$ cat config.mk
export PLATFORM = sky130hd
export DESIGN_NAME = beat_voice_flat
export DESIGN_NICKNAME = d
export VERILOG_FILES = /design/src/rtl/beat_voice_if.sv /design/src/rtl/beat_voice.sv /design/src/flat_wrapper.sv
export SDC_FILE = /design/constraint.sdc
export NUM_CORES = 1
export LEC_CHECK = 0
export BUFFER_PORTS_ARGS = -buffer_cell sky130_fd_sc_hd__buf_2
export CORE_AREA = 3 3 95 165
export CTS_CLUSTER_DIAMETER = 60
export DETAILED_ROUTE_END_ITERATION = 10
export DIE_AREA = 0 0 98 168
export PLACE_DENSITY = 0.82
export SLEW_MARGIN = 20
export SYNTH_ARGS = -nofsm -noshare
export SYNTH_HDL_FRONTEND = slang
export SYNTH_SLANG_ARGS = --single-unit
$ cat constraint.sdc
create_clock -name clk -period 3.45 [get_ports clk]
set_clock_uncertainty 0.05 [all_clocks]
set_input_delay 0.69 -clock clk [delete_from_list [all_inputs] [get_ports clk]]
set_output_delay 0.69 -clock clk [all_outputs]
set_load 0.01 [all_outputs]
$ cat src/rtl/beat_voice_if.sv
// Audio sample stream from the drum voice toward the codec.
// A sample counts as accepted on any cycle where sample_valid and sample_ready are both high.
interface beat_voice_if;
    logic [15:0] sample_out;
    logic        sample_valid;
    logic        sample_ready;

    modport master (
        output sample_out,
        output sample_valid,
        input  sample_ready
    );

    modport slave (
        input  sample_out,
        input  sample_valid,
        output sample_ready
    );
endinterface

$ cat src/rtl/beat_voice.sv
// Drum voice: turns detected beats into a decaying square-wave hit.
// Output is a continuous 16-bit sample stream, one sample per CLK_DIV clocks.
module beat_voice #(
    parameter int CLK_DIV   = 1042,
    parameter int TONE_HALF = 24,
    parameter int DUR_1     = 2400,
    parameter int DUR_2     = 4800,
    parameter int DUR_3     = 9600,
    parameter int HOLDOFF   = 4800,
    parameter int ENV_STEP  = 256
) (
    input  logic               clk,
    input  logic               rst,
    input  logic               beat_en,
    input  logic [1:0]         beat_intensity,
    beat_voice_if.master       smp,
    output logic               busy,
    output logic [7:0]         beat_count,
    output logic [7:0]         drop_count,
    output logic               overrun
);

    localparam int DIV_W = (CLK_DIV > 1) ? $clog2(CLK_DIV) : 1;
    localparam logic [DIV_W-1:0] DIV_LAST = DIV_W'(CLK_DIV - 1);

    typedef enum logic [1:0] {
        ST_IDLE,
        ST_PLAYING,
        ST_HOLDOFF
    } state_t;

    state_t            state_reg, state_next;
    logic [DIV_W-1:0]  div_reg, div_next;
    logic              beat_prev_reg;
    logic [1:0]        int_reg, int_next;
    logic [15:0]       amp_reg, amp_next;
    logic              phase_reg, phase_next;
    logic [15:0]       tone_reg, tone_next;
    logic [15:0]       env_reg, env_next;
    logic [15:0]       dur_reg, dur_next;
    logic [15:0]       hold_reg, hold_next;
    logic [15:0]       sample_out_reg, sample_out_next;
    logic              sample_valid_reg, sample_valid_next;
    logic [7:0]        beat_count_reg, beat_count_next;
    logic [7:0]        drop_count_reg, drop_count_next;
    logic              overrun_reg, overrun_next;

    logic              tick;
    logic              rise;
    logic              trig;
    logic              accept;
    logic              drop;
    logic [15:0]       tone_sample;
    logic [15:0]       new_sample;
    logic [15:0]       dur_len;

    // Per-intensity starting amplitude and hit length; index 0 is never used for a hit.
    logic [15:0] amp_lut [4];
    logic [15:0] dur_lut [4];

    genvar gi;
    generate
        for (gi = 0; gi < 4; gi++) begin : g_lut
            assign amp_lut[gi] = (gi == 1) ? 16'h1000 :
                                 (gi == 2) ? 16'h2000 :
                                 (gi == 3) ? 16'h3FFF : 16'h0000;
            assign dur_lut[gi] = (gi == 1) ? 16'(DUR_1) :
                                 (gi == 2) ? 16'(DUR_2) :
                                 (gi == 3) ? 16'(DUR_3) : 16'd0;
        end
    endgenerate

    assign tick = (div_reg == DIV_LAST);
    assign rise = beat_en && !beat_prev_reg;
    assign trig = rise && (beat_intensity != 2'b00);

    // Only a strictly stronger beat may interrupt a hit in progress.
    assign accept = trig && ((state_reg == ST_IDLE) ||
                             ((state_reg == ST_PLAYING) && (beat_intensity > int_reg)));
    assign drop   = trig && !accept;

    assign dur_len     = dur_lut[int_reg];
    assign tone_sample = phase_reg ? amp_reg : (~amp_reg + 16'd1);
    assign new_sample  = (state_reg == ST_PLAYING) ? tone_sample : 16'h0000;

    always_comb begin
        state_next        = state_reg;
        div_next          = tick ? '0 : div_reg + DIV_W'(1);
        int_next          = int_reg;
        amp_next          = amp_reg;
        phase_next        = phase_reg;
        tone_next         = tone_reg;
        env_next          = env_reg;
        dur_next          = dur_reg;
        hold_next         = hold_reg;
        sample_out_next   = sample_out_reg;
        sample_valid_next = sample_valid_reg;
        beat_count_next   = beat_count_reg;
        drop_count_next   = drop_count_reg;
        overrun_next      = overrun_reg;

        unique case (state_reg)
            ST_IDLE: begin
            end
            ST_PLAYING: begin
                if (tick) begin
                    if (tone_reg + 16'd1 == 16'(TONE_HALF)) begin
                        tone_next  = 16'd0;
                        phase_next = !phase_reg;
                    end else begin
                        tone_next = tone_reg + 16'd1;
                    end
                    if (env_reg + 16'd1 == 16'(ENV_STEP)) begin
                        env_next = 16'd0;
                        amp_next = amp_reg - (amp_reg >> 3);
                    end else begin
                        env_next = env_reg + 16'd1;
                    end
                    dur_next = dur_reg + 16'd1;
                    if (dur_reg + 16'd1 == dur_len) begin
                        state_next = ST_HOLDOFF;
                        hold_next  = 16'd0;
                    end
                end
            end
            ST_HOLDOFF: begin
                if (tick) begin
                    hold_next = hold_reg + 16'd1;
                    if (hold_reg + 16'd1 == 16'(HOLDOFF)) begin
                        state_next = ST_IDLE;
                    end
                end
            end
            default: begin
                state_next = ST_IDLE;
            end
        endcase

        // An accepted trigger overrides any expiry or counter update from the same cycle.
        if (accept) begin
            state_next      = ST_PLAYING;
            int_next        = beat_intensity;
            amp_next        = amp_lut[beat_intensity];
            phase_next      = 1'b1;
            tone_next       = 16'd0;
            env_next        = 16'd0;
            dur_next        = 16'd0;
            beat_count_next = beat_count_reg + 8'd1;
        end

        if (drop && (drop_count_reg != 8'hFF)) begin
            drop_count_next = drop_count_reg + 8'd1;
        end

        if (tick) begin
            sample_out_next   = new_sample;
            sample_valid_next = 1'b1;
            if (sample_valid_reg && !smp.sample_ready) begin
                overrun_next = 1'b1;
            end
        end else if (sample_valid_reg && smp.sample_ready) begin
            sample_valid_next = 1'b0;
        end
    end

    always_ff @(posedge clk) begin
        if (rst) begin
            state_reg        <= ST_IDLE;
            div_reg          <= '0;
            beat_prev_reg    <= 1'b0;
            int_reg          <= 2'b00;
            amp_reg          <= 16'd0;
            phase_reg        <= 1'b0;
            tone_reg         <= 16'd0;
            env_reg          <= 16'd0;
            dur_reg          <= 16'd0;
            hold_reg         <= 16'd0;
            sample_out_reg   <= 16'd0;
            sample_valid_reg <= 1'b0;
            beat_count_reg   <= 8'd0;
            drop_count_reg   <= 8'd0;
            overrun_reg      <= 1'b0;
        end else begin
            state_reg        <= state_next;
            div_reg          <= div_next;
            beat_prev_reg    <= beat_en;
            int_reg          <= int_next;
            amp_reg          <= amp_next;
            phase_reg        <= phase_next;
            tone_reg         <= tone_next;
            env_reg          <= env_next;
            dur_reg          <= dur_next;
            hold_reg         <= hold_next;
            sample_out_reg   <= sample_out_next;
            sample_valid_reg <= sample_valid_next;
            beat_count_reg   <= beat_count_next;
            drop_count_reg   <= drop_count_next;
            overrun_reg      <= overrun_next;
        end
    end

    assign smp.sample_out   = sample_out_reg;
    assign smp.sample_valid = sample_valid_reg;
    assign busy             = (state_reg != ST_IDLE);
    assign beat_count       = beat_count_reg;
    assign drop_count       = drop_count_reg;
    assign overrun          = overrun_reg;

endmodule

$ cat src/flat_wrapper.sv
// flat-port wrapper written by rule: the top's interface ports become plain ports
module beat_voice_flat 
#(
    parameter int CLK_DIV   = 1042,
    parameter int TONE_HALF = 24,
    parameter int DUR_1     = 2400,
    parameter int DUR_2     = 4800,
    parameter int DUR_3     = 9600,
    parameter int HOLDOFF   = 4800,
    parameter int ENV_STEP  = 256
)
  (clk, rst, beat_en, beat_intensity, busy, beat_count, drop_count, overrun, smp_sample_out, smp_sample_valid, smp_sample_ready);
  beat_voice_if smp_i ();
  input  logic clk;
  input  logic rst;
  input  logic beat_en;
  input  logic [1:0] beat_intensity;
  output logic busy;
  output logic [7:0] beat_count;
  output logic [7:0] drop_count;
  output logic overrun;
  output wire logic [$bits(smp_i.sample_out)-1:0] smp_sample_out;
  output wire logic [$bits(smp_i.sample_valid)-1:0] smp_sample_valid;
  input wire logic [$bits(smp_i.sample_ready)-1:0] smp_sample_ready;
  assign smp_sample_out = smp_i.sample_out;
  assign smp_sample_valid = smp_i.sample_valid;
  assign smp_i.sample_ready = smp_sample_ready;
  beat_voice #(.CLK_DIV(CLK_DIV), .TONE_HALF(TONE_HALF), .DUR_1(DUR_1), .DUR_2(DUR_2), .DUR_3(DUR_3), .HOLDOFF(HOLDOFF), .ENV_STEP(ENV_STEP)) u_core (.clk(clk), .rst(rst), .beat_en(beat_en), .beat_intensity(beat_intensity), .smp(smp_i), .busy(busy), .beat_count(beat_count), .drop_count(drop_count), .overrun(overrun));
endmodule
==> results of run 1 <==
[power groups by stage]
stage               logic, mW  registers (mW)  clock network (mW)
global route            0.516            1.57                1.85
floorplan               0.362            1.59                   0
detailed placement      0.455            1.60                   0
CTS                     0.461            1.57                1.77
global placement        0.448            1.60                   0
finish                  0.465            1.57                1.75
[cells by family after synthesis]
| family | after synthesis | synth area share |
|---|---|---|
| AOI/OAI and AO/OA | 175 | 0.157 |
| xor gates and xnor gates | 92 | 0.103 |
| adders and majority gates | 31 | 0.0503 |
| buffers and inverters | 85 | 0.0470 |
| DFF | 131 | 0.334 |
| muxes | 12 | 0.0158 |
| and+or+nand+nor | 432 | 0.293 |
[worst paths after layout]
kind | startpoint | endpoint | slack [ns] | cells past startpoint
worst max-delay path | u_core.env_reg[0] | u_core.amp_reg[3] | 0.66 | 8
worst min-delay path | u_core.amp_reg[15] | u_core.amp_reg[15] | 0.42 | 2
worst max register to register | u_core.env_reg[0] | u_core.amp_reg[3] | 0.66 | 8
worst min register to register | u_core.amp_reg[15] | u_core.amp_reg[15] | 0.42 | 2
[through the flow]
step | cell area [um2] | total power, mW | utilization
final | 8720 | 3.79 | 0.604
after global routing | 8720 | 3.94 | 0.604
after CTS | 8720 | 3.80 | 0.604
after detailed placement | 8150 | 2.06 | 0.564
after global placement | 8150 | 2.05 | 0.564
after floorplan | 7860 | 1.95 | -
[routing by layer]
metal | share of wire | GRT usage | vias to the layer above
li1 | - | - | 3498
met2 | 0.53 | 0.412 | 171
met4 | 0.032 | 0.0983 | 0
met3 | 0.032 | 0.0398 | 53
met1 | 0.41 | 0.242 | 3375
met5 | 0 | 0 | -
[Yosys cell counts (28+ instances only)]
library cell  number
dfxtp_1          131
nor2_1           108
nand2_1           79
nand3_1           55
xor2_1            51
xnor2_1           41
nor3_1            39
inv_1             31
a21oi_1           30
a31oi_1           30
ha_1              30
nand4_1           28
[critical path: stages (launching register included)]
cell and delay, ns:
dfxtp_1 0.45, ha_1 0.29, nand3_1 0.25, nor3_1 0.20, o21ai_0 0.16, a221oi_4 0.44
and3_1 0.49, nor3_1 0.10, a211oi_1 0.24
[area by class of cell]
class,instances,area (um2)
inverter,31,116
multi-input combinational,742,4870
tap,180,225
clock buffer,21,460
clock inverter,10,109
sequential,131,2620
fill,1211,5720
timing repair buffer,55,313
==> metrics, run 1 <==
run status finished clean; nets 1015; die width 98 um; # port buffers 40; Placed Cells incl. Taps 1139; Layout area overhead 10.9%; most frequent cells in the layout dfxtp_1, nor2_1, nand2_1; critical path class reg -> reg; Slew headroom 0.288; final cell count without fillers 1170; Setup Buffers After CTS 0; largest cells by area after synthesis dfxtp_1, xor2_1, nor2_1; Final Wtd Congestion 0.904; Synth Warn # 0; syn avg cell area 8.20 um2; Post-Synthesis Cells 958; I/O pin cnt 41; Post-synth EDFFs 0; VDD IR max 373 uV; vias in the first global route 6845; post-CTS sizing 0; Syn Nets 995; Setup crit end kind register; startpoint types register; DR vias 7097; # diodes 0; cts bufs inserted 17; top cell type's share of synthesized area 0.334; Crit Path Max Fanout 11; most common cell after layout, fill and taps aside dfxtp_1; Tightest Hold Check Type reg -> reg; largest net degree at the start of global routing 39; setup TNS 0 ns; Sw Pwr 968 uW; Pint 2.82 mW; core area 14400 um2; GRT Resource Usage Total 0.222; register area share after synthesis 0.334; num rows 58; Worst EP arrival 3.05 ns; DP Wirelength 12.8 mm; TritonCTS clock tree built; final setup fails 0; DRC viols 0; Seq cells post-synth 131; Pwr Density 435 nW/um2; Worst EP required 3.72 ns; Netlist Area Pre-Place 7860 um2; Period minus WS final 2.79 ns; post-place setup slack 0.624 ns; grt ovf 0; clk_lat worst skew 0.42 ns; H-tree levels 4; Hold Buf Count CTS 0; final worst slack 0.665 ns; initial detailed-routing violation count 359; clock sinks 131; Comb pwr share 0.123; die area 16500 um2; Initial Utilization 0.544; Clk pwr share 0.463; Peak Freq 0.359 GHz; RSZ-0062 raised after global routing false; post-synthesis cell type count 71; first-pass GRT wire length 31.1 mm; Die Ht 168 um; Slew Limit Fails 0; worst hold slack 0.417 ns; DR pass1 iterations 5; clock tree buffer depth 2; Post-synth top flop dfxtp_1; Worst Tran Pin Value 1.06 ns; final period utilization 0.807; FFs w/ async S/R, synth 0; drt total wl 18.1 mm; clock root buffer clkbuf_16; Post-DRT Antenna Nets 0; routed length per instance 15.5 um; post-synth top area cell dfxtp_1; initial antenna violation count 0; Final Hold Violating Endpoints 0; Reg clk slew, reported paths 0.05 ns; proportion of layout cells with a drive suffix above 1 0.120; share of power burned in registers 0.415; drt via density 6.07; max_cap viols 0; Pleak 3.24 nW; switch share 0.255
(Power assumes the default switching activity.)
==> inputs of run 2 (changes only) <==
Clock period 3.45 ns to 2.85 ns, I/O delays scaled along.
==> metrics, run 2 (synthesis gave the netlist of run 1 again) <==
run status finished clean; I/O pin cnt 41 (unchanged); Initial Utilization 0.544 (unchanged); DR vias 7143 (+0.65%); Worst path top cell family by delay compound AO/OA/AOI/OAI gates; post-place setup slack 0.196 ns (-0.427 ns); num rows 58 (unchanged); Pint 3.55 mW (+26%); max_cap viols 0 (unchanged); cts bufs inserted 17 (unchanged); final period utilization 0.930 (+0.123); most frequent cells in the layout dfxtp_1, nor2_1, nand2_1; Worst EP required 3.14 ns (-0.58 ns); Setup crit end kind register; clock root buffer clkbuf_16; core area 14400 um2 (unchanged); Top cell by count, worst path o211ai_1; initial detailed-routing violation count 386 (+7.5%); Fill cells 1214 (+0.25%); nets 1024 (+0.89%); GRT Resource Usage Total 0.225 (+0.00275); die area 16500 um2 (unchanged); switch share 0.252 (-0.00392); DR pass1 iterations 5 (unchanged); DP Wirelength 12.9 mm (+0.92%); Layout area overhead 12.6%; initial antenna violation count 0 (unchanged); grt ovf 0 (unchanged); Final Hold Violating Endpoints 0 (unchanged); VDD IR max 446 uV (+20%); most common cell after layout, fill and taps aside dfxtp_1; largest net degree at the start of global routing 26 (-33%); Post-DRT Antenna Nets 0 (unchanged); clock tree buffer depth 2 (unchanged); routed length per instance 15.5 um (about the same); Sw Pwr 1.19 mW (+23%); # port buffers 40 (unchanged); clk_lat worst skew 0.43 ns (about the same); Crit-path slowest cell a2111oi_0; # diodes 0 (unchanged); Worst EP arrival 2.94 ns (-0.11 ns); Hold Buf Count CTS 0 (unchanged); Tightest Hold Check Type in -> reg; TritonCTS clock tree built; Buf/Inv on CP 1 (+1); Clk pwr share 0.479 (+0.016); Worst Tran Pin Value 1.08 ns (+0.0174 ns); vias in the first global route 6914 (+1.0%); Die Ht 168 um (unchanged); Setup Buffers After CTS 0 (unchanged); crit-path max cell delay 0.48 ns (about the same); setup TNS 0 ns (unchanged); final setup fails 0 (unchanged); Period minus WS final 2.65 ns (-0.135 ns); proportion of layout cells with a drive suffix above 1 0.131 (+0.0111); H-tree levels 4 (unchanged); drt via density 6.06 (about the same); post-CTS sizing 0 (unchanged); Peak Freq 0.377 GHz (+5.1%); Slew Limit Fails 0 (unchanged); Comb pwr share 0.121 (-0.002); first-pass GRT wire length 31.0 mm (-0.22%); CP Cell Sequence inv_1, ha_1, nor2b_1, o31a_1, o21ai_0, o211ai_1, a2111oi_0, mux2i_1, o211ai_1; die width 98 um (unchanged); drt total wl 18.3 mm (+0.67%); RSZ-0062 raised after global routing false; final worst slack 0.200 ns (-0.465 ns); Pwr Density 537 nW/um2 (+24%); Reg clk slew, reported paths 0.06 ns (about the same); Final Wtd Congestion 0.908 (+0.43%); Slew headroom 0.276 (-0.0117); Pleak 3.30 nW (+1.9%); share of power burned in registers 0.400 (-0.015); critical path class reg -> reg; startpoint types register; clock sinks 131 (unchanged); Crit Path Max Fanout 5 (-6); DRC viols 0 (unchanged)
==> run 2: cell types whose count changed in the layout (fill, tap and decap cells not counted), moves of 2 or more <==
cell	change
clkinv_4	+3
buf_4	+8
clkbuf_8	-2
bufinv_16	+2
clkbuf_1	-2
clkinv_2	-3
==> run 2: area by class of cell <==
type	count	area, um2	area share
multi-input combinational	742	4880	0.551
sequential	131	2620	0.296
clock buffer	17	425	0.0481
timing repair buffer	64	393	0.0444
tap	180	225	0.0255
clock inverter	13	188	0.0212
inverter	31	116	0.0132
==> run 2: power by group through the flow <==
| stage | registers [mW] | clock network (mW) | logic (mW) |
|---|---|---|---|
| final | 1.90 | 2.27 | 0.576 |
| after global placement | 1.94 | 0 | 0.547 |
| after CTS | 1.90 | 2.30 | 0.570 |
| after global routing | 1.90 | 2.40 | 0.640 |
| after floorplan | 1.92 | 0 | 0.438 |
| after detailed placement | 1.94 | 0 | 0.560 |
==> run 2: through the flow <==
stage | power [mW] | cells | util | hold slack, ns | area, um2
after floorplan | 2.36 | 958 | - | 0.385 | 7860
after global placement | 2.48 | 1148 | 0.570 | 0.392 | 8230
after detailed placement | 2.50 | 1148 | 0.570 | 0.409 | 8230
after CTS | 4.77 | 1178 | 0.612 | 0.326 | 8840
after global routing | 4.94 | 1178 | 0.613 | 0.353 | 8850
final | 4.75 | 1178 | 0.613 | 0.330 | 8850
==> run 2: path summary, 6_finish.rpt <==
path,from,endpoint,slack (ns),cells after the start
max,u_core.amp_reg[4],u_core.amp_reg[13],0.20,9
min,beat_en,u_core.beat_prev_reg,0.33,2
max reg2reg,u_core.amp_reg[4],u_core.amp_reg[13],0.20,9
min reg2reg,u_core.smp.sample_out[1],u_core.smp.sample_out[1],0.42,1
==> run 2: routing by layer <==
layer  vias to the layer above  track usage  share of wire
li1                       3526            -              -
met1                      3374        0.241           0.39
met2                       181        0.415           0.53
met3                        62       0.0427          0.037
met4                         0        0.108          0.034
met5                         -            0              0
==> inputs of run 3 (changes only) <==
Settings changed: GPL_TIMING_DRIVEN set to 0.
==> metrics, run 3 (synthesis gave the netlist of run 1 again) <==
clk_lat worst skew 0.42 ns (about the same); die area 16500 um2 (unchanged); DP Area 8280 um2 (+0.67%); num rows 58 (unchanged); clock tree buffer depth 2 (unchanged); Worst Tran Pin Value 0.682 ns (-0.400 ns); Period minus WS final 2.72 ns (+0.0656 ns); run status finished clean; R2R Setup Slk 0.13 ns (-0.07 ns); H-tree levels 4 (unchanged); DR pass1 iterations 5 (unchanged); final period utilization 0.953 (+0.0230); final core occ 0.622 (+0.00953); clock root buffer clkbuf_16; Placed Cells incl. Taps 1178 (+2.6%); clock sinks 131 (unchanged); Worst EP required 3.16 ns (+0.02 ns); drt via density 6.04 (-0.34%); # diodes 0 (unchanged); final setup fails 0 (unchanged); I/O pin cnt 41 (unchanged); Worst path top cell family by delay compound AO/OA/AOI/OAI gates; Reg clk slew, reported paths 0.06 ns (about the same); DRC viols 0 (unchanged); Slew headroom 0.545 (+0.269); Top cell by count, worst path o21ai_0; DP Wirelength 14.0 mm (+8.7%); startpoint types register; Tightest Hold Check Type in -> reg; crit-path max cell delay 0.46 ns (-0.02 ns); first-pass GRT wire length 32.4 mm (+4.6%); final cell count without fillers 1211 (+2.8%); core area 14400 um2 (unchanged); vias in the first global route 7018 (+1.5%); RSZ-0062 raised after global routing false; Worst EP arrival 3.02 ns (+0.08 ns); max_cap viols 0 (unchanged); die width 98 um (unchanged); Peak Freq 0.368 GHz (-2.4%); DR vias 7318 (+2.4%); CP Cell Sequence inv_1, ha_1, nor2b_1, o21ai_0, a211oi_1, clkbuf_4, nand3_1, clkbuf_2, o21ai_0, o221a_1; nets 1056 (+3.1%); most frequent cells in the layout dfxtp_1, nor2_1, nand2_1; Slew Limit Fails 0 (unchanged); Layout area overhead 14.3%; GRT Resource Usage Total 0.236 (+0.0115); Post-DRT Antenna Nets 0 (unchanged); largest net degree at the start of global routing 17 (-35%); # port buffers 40 (unchanged); grt ovf 0 (unchanged); finished layout cell area 8980 um2 (+1.6%); proportion of layout cells with a drive suffix above 1 0.142 (+0.0103); TritonCTS clock tree built; routed length per instance 16.1 um (+3.8%); Pwr Density 530 nW/um2 (-1.2%); drt total wl 19.5 mm (+6.7%); initial antenna violation count 0 (unchanged); Final Wtd Congestion 0.907 (about the same); Crit Path Max Fanout 10 (+5); Pleak 3.38 nW (+2.4%); Setup crit end kind register; Initial Utilization 0.544 (unchanged); initial detailed-routing violation count 446 (+16%); Buf/Inv on CP 3 (+2); most common cell after layout, fill and taps aside dfxtp_1; Final Hold Violating Endpoints 0 (unchanged); critical path class reg -> reg; Die Ht 168 um (unchanged); Crit-path slowest cell dfxtp_1; VDD IR max 382 uV (-14%); cts bufs inserted 17 (unchanged)
==> run 3: changes by cell type in the layout (fill, tap and decap cells not counted), sizes merged <==
cell    before  now
clkinv       6    4
inv         31   32
clkbuf      17   46
bufinv       4    3
buf         64   70
==> run 3: repair_timing <==
action	4_1_cts	5_1_grt
pin swaps	1	3
hold buffers	0	0
hold endpoints to repair	0	0
endpoints found under the setup margin	29	76
resized for setup	2	21
setup buffers	1	2
==> run 3: cell type report <==
| cell class | instances | area [um2] |
|---|---|---|
| fillers | 1186 | 5460 |
| multi-input cells | 742 | 4910 |
| flip-flops and latches | 131 | 2620 |
| clock buffers | 20 | 467 |
| plain buffers | 53 | 259 |
| repair buffers | 43 | 235 |
| well taps | 180 | 225 |
| clock inverters | 11 | 153 |
| inverters | 31 | 116 |
==> run 3: final timing paths <==
check / cells after the start / endpoint / start
max reg2reg: 10 / u_core.amp_reg[2] / u_core.int_reg[1]
min: 2 / u_core.beat_prev_reg / beat_en
min reg2reg: 2 / u_core.amp_reg[15] / u_core.amp_reg[15]
max: 10 / u_core.amp_reg[2] / u_core.int_reg[1]
==> run 3: worst register-to-register path, stage by stage, from the launching register on <==
cell	delay [ns]
dfxtp_1	0.46
inv_1	0.12
ha_1	0.31
nor2b_1	0.14
o21ai_0	0.13
a211oi_1	0.35
clkbuf_4	0.32
nand3_1	0.21
clkbuf_2	0.27
o21ai_0	0.13
o221a_1	0.20
==> run 3: power by group <==
group	switching (mW)	total [mW]	internal (mW)	leakage, nW
clock network	0.834	2.28	1.45	0.295
registers	0.0376	1.90	1.86	1.06
logic	0.351	0.590	0.240	2.03
total	1.22	4.77	3.54	3.38
==> run 3: stage by stage <==
stage / power [mW] / TNS, ns / hold slack (ns) / worst slack (ns)
4_1_cts: 4.76 / 0 / 0.339 / 0.0217
6_report: 4.77 / 0 / 0.351 / 0.134
3_3_place_gp: 2.47 / -2.66 / 0.393 / -0.241
2_1_floorplan: 2.36 / 0 / 0.385 / 0.418
3_5_place_dp: 2.49 / -4.15 / 0.397 / -0.298
5_1_grt: 4.94 / 0 / 0.363 / 0.0416
==> run 3: per-layer routing <==
layer  vias up  track usage  share of wire
li1       3584            -              -
met1      3476        0.248           0.39
met2       204        0.447           0.54
met3        54       0.0415          0.038
met4         0        0.111          0.030
met5         -            0              0
